<file path="config.mk">
export PLATFORM = sky130hd
export DESIGN_NAME = multicycle_controller
export DESIGN_NICKNAME = d
export VERILOG_FILES = /design/src/rtl/riscv_pkg.sv /design/src/rtl/multicycle_controller_alu_decoder.sv /design/src/rtl/multicycle_controller.sv
export SDC_FILE = /design/constraint.sdc
export NUM_CORES = 1
export LEC_CHECK = 0
export BUFFER_PORTS_ARGS = -buffer_cell sky130_fd_sc_hd__buf_2
export CAP_MARGIN = 25
export CELL_PAD_IN_SITES_DETAIL_PLACEMENT = 0
export CELL_PAD_IN_SITES_GLOBAL_PLACEMENT = 1
export CORE_AREA = 8 8 53 55
export DETAILED_ROUTE_END_ITERATION = 10
export DIE_AREA = 0 0 61 63
export PLACE_DENSITY_LB_ADDON = 0.1
export SLEW_MARGIN = 20
export SYNTH_ARGS = -nofsm -noshare
export SYNTH_HDL_FRONTEND = slang
export SYNTH_SLANG_ARGS = --single-unit
</file>
<file path="constraint.sdc">
create_clock -name clk -period 1.6 [get_ports clk]
set_input_delay 0.16 -clock clk [delete_from_list [all_inputs] [get_ports clk]]
set_output_delay 0.16 -clock clk [all_outputs]
set_load 0.1 [all_outputs]
</file>
<file path="src/rtl/riscv_pkg.sv">
// Shared encodings for the multicycle RV32I control unit: FSM states, opcodes,
// ALU operation codes and datapath mux selects.
package riscv_pkg;

    typedef enum logic [3:0] {
        FETCH    = 4'd0,
        DECODE   = 4'd1,
        MEMADR   = 4'd2,
        MEMREAD  = 4'd3,
        MEMWB    = 4'd4,
        MEMWRITE = 4'd5,
        EXECUTER = 4'd6,
        EXECUTEI = 4'd7,
        ALUWB    = 4'd8,
        JAL      = 4'd9,
        BEQ      = 4'd10
    } statetype;

    localparam logic [6:0] OP_LW  = 7'b0000011;
    localparam logic [6:0] OP_SW  = 7'b0100011;
    localparam logic [6:0] OP_R   = 7'b0110011;
    localparam logic [6:0] OP_I   = 7'b0010011;
    localparam logic [6:0] OP_JAL = 7'b1101111;
    localparam logic [6:0] OP_BEQ = 7'b1100011;

    localparam logic [2:0] ALU_ADD = 3'b000;
    localparam logic [2:0] ALU_SUB = 3'b001;
    localparam logic [2:0] ALU_AND = 3'b010;
    localparam logic [2:0] ALU_OR  = 3'b011;
    localparam logic [2:0] ALU_SLT = 3'b101;

    localparam logic [1:0] ALUOP_ADD  = 2'b00;
    localparam logic [1:0] ALUOP_SUB  = 2'b01;
    localparam logic [1:0] ALUOP_FUNC = 2'b10;

    localparam logic [1:0] RES_ALUOUT    = 2'b00;
    localparam logic [1:0] RES_DATA      = 2'b01;
    localparam logic [1:0] RES_ALURESULT = 2'b10;

    localparam logic [1:0] SRCA_PC    = 2'b00;
    localparam logic [1:0] SRCA_OLDPC = 2'b01;
    localparam logic [1:0] SRCA_RS1   = 2'b10;

    localparam logic [1:0] SRCB_RS2  = 2'b00;
    localparam logic [1:0] SRCB_IMM  = 2'b01;
    localparam logic [1:0] SRCB_FOUR = 2'b10;

    localparam logic [1:0] IMM_I = 2'b00;
    localparam logic [1:0] IMM_S = 2'b01;
    localparam logic [1:0] IMM_B = 2'b10;
    localparam logic [1:0] IMM_J = 2'b11;

    function automatic logic op_supported(input logic [6:0] op);
        case (op)
            OP_LW, OP_SW, OP_R, OP_I, OP_JAL, OP_BEQ: op_supported = 1'b1;
            default:                                  op_supported = 1'b0;
        endcase
    endfunction

endpackage

</file>
<file path="src/rtl/multicycle_controller_alu_decoder.sv">
// ALU decoder: turns the FSM's ALUOp plus instruction fields into the ALU
// operation code.
module alu_decoder
    import riscv_pkg::*;
(
    input  logic [1:0] i_alu_op,
    input  logic [2:0] i_funct3,
    input  logic       i_op5,
    input  logic       i_funct7b5,
    output logic [2:0] o_alu_control
);

    // Only R-type (op[5]=1) with funct7b5 selects SUB; addi never subtracts
    always_comb begin
        o_alu_control = ALU_ADD;
        case (i_alu_op)
            ALUOP_ADD: o_alu_control = ALU_ADD;
            ALUOP_SUB: o_alu_control = ALU_SUB;
            ALUOP_FUNC: begin
                case (i_funct3)
                    3'b000:  o_alu_control = (i_op5 & i_funct7b5) ? ALU_SUB : ALU_ADD;
                    3'b010:  o_alu_control = ALU_SLT;
                    3'b110:  o_alu_control = ALU_OR;
                    3'b111:  o_alu_control = ALU_AND;
                    default: o_alu_control = ALU_ADD;
                endcase
            end
            default: o_alu_control = ALU_ADD;
        endcase
    end

endmodule

</file>
<file path="src/rtl/multicycle_controller.sv">
// Moore control FSM for the multicycle RV32I core; write enables are held low
// while rst_n is asserted so an abandoned instruction can never commit.
module multicycle_controller
    import riscv_pkg::*;
(
    input  logic       clk,
    input  logic       rst_n,
    input  logic [6:0] op,
    input  logic [2:0] funct3,
    input  logic       funct7b5,
    input  logic       Zero,
    output logic       PCWrite,
    output logic       AdrSrc,
    output logic       MemWrite,
    output logic       IRWrite,
    output logic       RegWrite,
    output logic [1:0] ResultSrc,
    output logic [1:0] ALUSrcA,
    output logic [1:0] ALUSrcB,
    output logic [1:0] ImmSrc,
    output logic [2:0] ALUControl,
    output logic       IllegalInstr
);

    statetype   r_state;
    logic [1:0] w_alu_op;
    logic       w_pc_update;
    logic       w_branch;
    logic       w_ir_write;
    logic       w_reg_write;
    logic       w_mem_write;
    logic       w_illegal;

    // State sequencing; async reset parks the machine in FETCH
    always_ff @(posedge clk or negedge rst_n) begin
        if (!rst_n) begin
            r_state <= FETCH;
        end else begin
            case (r_state)
                FETCH: r_state <= DECODE;
                DECODE: begin
                    case (op)
                        OP_LW, OP_SW: r_state <= MEMADR;
                        OP_R:         r_state <= EXECUTER;
                        OP_I:         r_state <= EXECUTEI;
                        OP_JAL:       r_state <= JAL;
                        OP_BEQ:       r_state <= BEQ;
                        default:      r_state <= FETCH;
                    endcase
                end
                MEMADR:   r_state <= (op == OP_LW) ? MEMREAD : MEMWRITE;
                MEMREAD:  r_state <= MEMWB;
                EXECUTER: r_state <= ALUWB;
                EXECUTEI: r_state <= ALUWB;
                JAL:      r_state <= ALUWB;
                MEMWB:    r_state <= FETCH;
                MEMWRITE: r_state <= FETCH;
                ALUWB:    r_state <= FETCH;
                BEQ:      r_state <= FETCH;
                default:  r_state <= FETCH;
            endcase
        end
    end

    // Per-state control decode
    always_comb begin
        w_pc_update = 1'b0;
        w_branch    = 1'b0;
        w_ir_write  = 1'b0;
        w_reg_write = 1'b0;
        w_mem_write = 1'b0;
        w_illegal   = 1'b0;
        w_alu_op    = ALUOP_ADD;
        AdrSrc      = 1'b0;
        ResultSrc   = RES_ALUOUT;
        ALUSrcA     = SRCA_PC;
        ALUSrcB     = SRCB_RS2;
        case (r_state)
            FETCH: begin
                w_ir_write  = 1'b1;
                w_pc_update = 1'b1;
                ALUSrcB     = SRCB_FOUR;
                ResultSrc   = RES_ALURESULT;
            end
            DECODE: begin
                ALUSrcA   = SRCA_OLDPC;
                ALUSrcB   = SRCB_IMM;
                w_illegal = ~op_supported(op);
            end
            MEMADR: begin
                ALUSrcA = SRCA_RS1;
                ALUSrcB = SRCB_IMM;
            end
            MEMREAD: begin
                AdrSrc = 1'b1;
            end
            MEMWRITE: begin
                AdrSrc      = 1'b1;
                w_mem_write = 1'b1;
            end
            MEMWB: begin
                ResultSrc   = RES_DATA;
                w_reg_write = 1'b1;
            end
            EXECUTER: begin
                ALUSrcA  = SRCA_RS1;
                ALUSrcB  = SRCB_RS2;
                w_alu_op = ALUOP_FUNC;
            end
            EXECUTEI: begin
                ALUSrcA  = SRCA_RS1;
                ALUSrcB  = SRCB_IMM;
                w_alu_op = ALUOP_FUNC;
            end
            ALUWB: begin
                w_reg_write = 1'b1;
            end
            JAL: begin
                ALUSrcA     = SRCA_OLDPC;
                ALUSrcB     = SRCB_FOUR;
                w_pc_update = 1'b1;
            end
            BEQ: begin
                ALUSrcA  = SRCA_RS1;
                ALUSrcB  = SRCB_RS2;
                w_alu_op = ALUOP_SUB;
                w_branch = 1'b1;
            end
            default: begin
                w_illegal = 1'b0;
            end
        endcase
    end

    // Immediate format follows the opcode regardless of state
    always_comb begin
        case (op)
            OP_LW, OP_I: ImmSrc = IMM_I;
            OP_SW:       ImmSrc = IMM_S;
            OP_BEQ:      ImmSrc = IMM_B;
            OP_JAL:      ImmSrc = IMM_J;
            default:     ImmSrc = IMM_I;
        endcase
    end

    alu_decoder u_alu_decoder (
        .i_alu_op      (w_alu_op),
        .i_funct3      (funct3),
        .i_op5         (op[5]),
        .i_funct7b5    (funct7b5),
        .o_alu_control (ALUControl)
    );

    assign PCWrite      = rst_n & (w_pc_update | (w_branch & Zero));
    assign IRWrite      = rst_n & w_ir_write;
    assign RegWrite     = rst_n & w_reg_write;
    assign MemWrite     = rst_n & w_mem_write;
    assign IllegalInstr = rst_n & w_illegal;

endmodule
</file>
# Yosys cells after proc, flatten, opt, wreduce, memory -nomap -nowiden
# Cells that the tools add are included.
# Widths: inputs -> output; s select.
# word_totals
register_bits	4
latchBits	0
ram_bits	0
rom_bits	0
wordCells	63
memories	0
# op_classes
add_sub_neg	0
multipliers	0
n_div	0
n_lt_le_gt_ge	0
n_eq_ne	21
shift	0
muxes	20
bitwise	9
n_reduce_logical	12
# ops
op	n
$pmux 4 s5	2
$eq 4x3->1 const B	4
$pmux 2 s2	4
$eq 7x6->1 const B	2
$eq 7x7->1 const B	2
$eq 4x4->1 const B	3
$pmux 3 s4	1
$reduce_or 2->1	6
$mux 1	10
$eq 4x2->1 const B	2
$and 1x1->1	7
$eq 7x2->1 const B	1
$eq 7x5->1 const B	1
$eq 3x3->1 const B	2
$pmux 2 s3	1
$pmux 3 s2	1
$reduce_or 3->1	2
$reduce_or 6->1	1
$eq 4x1->1 const B	1
$logic_not 4->1	1
$reduce_or 4->1	1
$eq 3x2->1 const B	1
$logic_not 3->1	1
$mux 3	1
4 further kinds	4

# Longest topological paths before layout
# logic_depth
word_depth	7
mapped_depth	6

# Modules after synthesis
# A second synthesis with hierarchy kept.
# hier_totals
cells_unflattened	71
hier_area_um2	608.1
# modules_own_cells
mod	instances	cells_per_inst	area_per_inst_um2	seq_area_each_um2
multicycle_controller	1	60	511.7	100.1
alu_decoder	1	11	96.3	0.0

# Worst setup path after synthesis
# Ideal clock, no wire load.
# synth_path
path_type	register -> output
from	register r_state[0]
to	output ResultSrc[1]
arrival_time_ns	3.478
required_ns	1.440
slack_ns	-2.038
path_stages_with_launch	3
path_buffers	1
path_cell_list	dfrtp_1 buf_4 nor4_1
# synth_between
elab_chain_cells	2
word_cells_on_any_way	3
# synth_lines
item	line_no	rtl
start: declaration	multicycle_controller.sv:25	statetype r_state;
start signal: assignment	multicycle_controller.sv:51	MEMADR: r_state <= (op == OP_LW) ? MEMREAD : MEMWRITE;
$eq 4x3->1 or $logic_not 4->1 (tied branches)	multicycle_controller.sv:78	case (r_state)
$pmux 2 s2 *	multicycle_controller.sv:78	
end: declaration	multicycle_controller.sv:17	output logic [1:0] ResultSrc,
# Mark *: on every way between the ends. The rest lies on a longest branch, timed or not.

# Worst setup path after layout
# layout_path
from	register r_state[3]
to	output ALUControl[0]
# layout_between
elab_chain_cells	5
word_cells_on_any_way	8
# layout_lines
item	line_no	rtl
$eq 4x3->1	multicycle_controller.sv:78	
$reduce_or 2->1 (no line)	n/a	
$pmux 2 s2 *	multicycle_controller.sv:78	
$eq 2x2->1 or $eq 2x1->1 (tied branches)	multicycle_controller_alu_decoder.sv:16	case (i_alu_op)
$pmux 3 s2 *	multicycle_controller_alu_decoder.sv:16	
end: declaration	multicycle_controller.sv:21	output logic [2:0] ALUControl,
# Marks and branches as above.

==> flow_metrics.env <==
export IMPL_outcome="finished, violations left"
export IMPL_failed_checks="negative setup slack"
export IMPL_syn_area_per_cell_um2=8.26
export IMPL_vias=724
export IMPL_dp_cells=131
export IMPL_yosys_cell_types_count=39
export IMPL_antenna_left=0
export IMPL_grt_first_pass_wirelength_um=3510
export IMPL_rows=17
export IMPL_grt_overflow_total=0
export IMPL_finalMaxSlewViolations=0
export IMPL_setup_tns_ns=-1.46
export IMPL_worstReg2RegStart="r_state[2]"
export IMPL_first_pass_iters=4
export IMPL_slew_headroom=0.814
export IMPL_root_buffer="clkbuf_4"
export IMPL_hold_end="r_state[0]"
export IMPL_layoutNonFillerInstCount=147
export IMPL_synthFlopType="dfrtp_1"
export IMPL_synth_top_area_share=0.173
export IMPL_gp_congestion=0.786
export IMPL_yosysSeqAreaShare=0.173
export IMPL_place_area_mm2=0.00122
export IMPL_crit_path_max_fanout=4
export IMPL_period_minus_slack_ns=1.85
export IMPL_finalClockSkew_ns=0.000143
export IMPL_maxCapViolCount=0
export IMPL_top_layer_used="met4"
export IMPL_synth_top_cells_by_count="a21oi_1 (5), nor2_1 (5), dfrtp_1 (4), nand2_1 (4)"
export IMPL_largest_reg_flops=4
export IMPL_final_nets=137
export IMPL_synth_edf_count=0
export IMPL_critPathKind="reg2out"
export IMPL_htreeDepth=1
export IMPL_io_buffer_count=30
export IMPL_dpl_hpwl_um=1580
export IMPL_yosys_top_cells_area="dfrtp_1 (17%), a21oi_1 (4.3%), and4bb_1 (4.3%)"
export IMPL_yosys_warnings=0
export IMPL_final_cell_area_mm2=0.00145
export IMPL_wl_met3_um=95
export IMPL_drive_gt1_frac=0.739
export IMPL_power_mw=1.86
export IMPL_cts_tree="done"
export IMPL_dieHeight_um=63
export IMPL_netlist_area_um2=578
export IMPL_cts_clk_slew_worst_paths_ns=0.04
export IMPL_diodes=0
export IMPL_reg2reg_depth=6
export IMPL_hold_path_class="in2reg"
export IMPL_avgViaCountPerCell=4.93
export IMPL_grt_max_degree=13
export IMPL_antenna_found_initial=0
export IMPL_synthCells=70
export IMPL_cts_buffer_depth=2
export IMPL_finalHoldViolations=0
export IMPL_wl_met1_um=733
export IMPL_grt_setup_unrepaired="true"
export IMPL_route_final_wire_length_um=2010
export IMPL_drc=0
export IMPL_met2WireLength_um=1120
export IMPL_top_register="r_state"
export IMPL_max_freq_mhz=541
export IMPL_ys_ff_latch=4
export IMPL_numCtsBuffers=3
export IMPL_p_per_area_mw_per_mm2=1290
export IMPL_reg2reg_to="r_state[1]"
export IMPL_reg_top3="r_state: 4 flops"
export IMPL_yosys_area_top_type="dfrtp_1"
export IMPL_area_delta_synth_final_pct=150
export IMPL_cts_sinks=4
export IMPL_async_flop_share=1.00
export IMPL_setup_slack_ns=-0.247
export IMPL_drt_initial_drc_count=9
export IMPL_hold_path_startpoint="op[5]"
export IMPL_period_share=1.15
export IMPL_cp_required_ns=1.44
export IMPL_start_util=0.280
export IMPL_grt_usage=0.119
export IMPL_io_pins=31
export IMPL_wire_per_inst_um=13.7
export IMPL_synthesis_nets=86
export IMPL_hold_path_cell_count=2
export IMPL_crit_arrival_ns=1.69
export IMPL_finalSetupViolCount=14
export IMPL_die_area_mm2=0.00384
export IMPL_vdd_drop_max_mv=1.26
export IMPL_fp_dieW_um=61
export IMPL_worstMarginPinSlew_ns=0.277
export IMPL_rrSetupSlack_ns=0.10
export IMPL_insertion_delay_ns=0.23
export IMPL_startpoint_type="register"
export IMPL_end_kind="primary output"
export IMPL_p_leak_nw=0.606
export IMPL_grt_pass1_vias=791
export IMPL_core_area_mm2=0.00206
[layout by cell type, fill, tap and decap left out, types with 2 or more instances in the layout]
cell type | netlist | routed
nor2_4 | 0 | 3
inv_2 | 0 | 2
clkbuf_4 | 0 | 3
a21oi_4 | 0 | 2
dfrtp_1 | 4 | 4
nor3b_4 | 0 | 3
nor2b_4 | 0 | 2
nand2b_1 | 2 | 2
buf_6 | 2 | 7
nor3_4 | 0 | 3
buf_2 | 1 | 13
nand2_4 | 0 | 2
a21oi_2 | 0 | 2
buf_12 | 0 | 18
ha_4 | 0 | 2
buf_4 | 2 | 12
nand2_1 | 4 | 2
[cells by family after synthesis]
family | Yosys count | synth area share
AND/OR/NAND/NOR | 37 | 0.450
AO/OA/AOI/OAI | 15 | 0.177
buffers and inverters | 8 | 0.0931
flip-flops | 4 | 0.173
XOR/XNOR | 3 | 0.0455
adder cells (fa/ha/maj) | 2 | 0.0433
multiplexers | 1 | 0.0173
[where the power goes]
group	internal [mW]	switching (mW)	total, mW
Sequential	0.118	0.00959	0.127
Clock	0.0838	0.0404	0.124
Combinational	0.651	0.956	1.61
[critical path: stages, from the launching register on]
cell and delay [ns]:
dfrtp_1 0.39, and4bb_2 0.28, inv_2 0.08, ha_4 0.15, nor2b_4 0.14, o21ai_2 0.07
a21oi_4 0.14, buf_12 0.19
[through the flow]
stage               hold WS [ns]  utilization  setup WS, ns
detailed placement       0.00897        0.589       -0.0338
CTS                        0.179        0.697        -0.234
global placement         0.00812        0.589        0.0105
floorplan                 -0.136            -        -0.504
global route               0.188        0.700        -0.313
finish                     0.177        0.700        -0.247
[metal layers]
layer | vias up | track usage
met5 | - | 0
met4 | 0 | 0.0787
met3 | 4 | 0.0185
met2 | 28 | 0.209
met1 | 335 | 0.121
li1 | 357 | -
[final cells by class]
class	instances	area, um2
well taps	28	35.0
repair buffers	51	604
fillers	163	618
inverters	3	11.3
multi-input cells	58	672
clock buffers	3	22.5
flip-flops and latches	4	100
[how the worst max path moves through the flow]
stage | from | to
6_report | r_state[3] | ALUControl[0]
2_1_floorplan | r_state[0] | PCWrite
3_3_place_gp | r_state[2] | ALUControl[0]
3_5_place_dp | r_state[2] | ALUControl[0]
5_1_grt | r_state[3] | ALUControl[0]
4_1_cts | r_state[3] | ALUControl[1]
[what timing repair did]
| item | 4_1_cts | 5_1_grt |
|---|---|---|
| setup buffers | 10 | 3 |
| resized for setup | 27 | 0 |
| hold endpoints to repair | 4 | 0 |
| hold buffers | 1 | 0 |
| pin swaps | 10 | 6 |
| setup endpoints to repair | 14 | 15 |
Note: power is estimated with default switching activity, not from simulation.
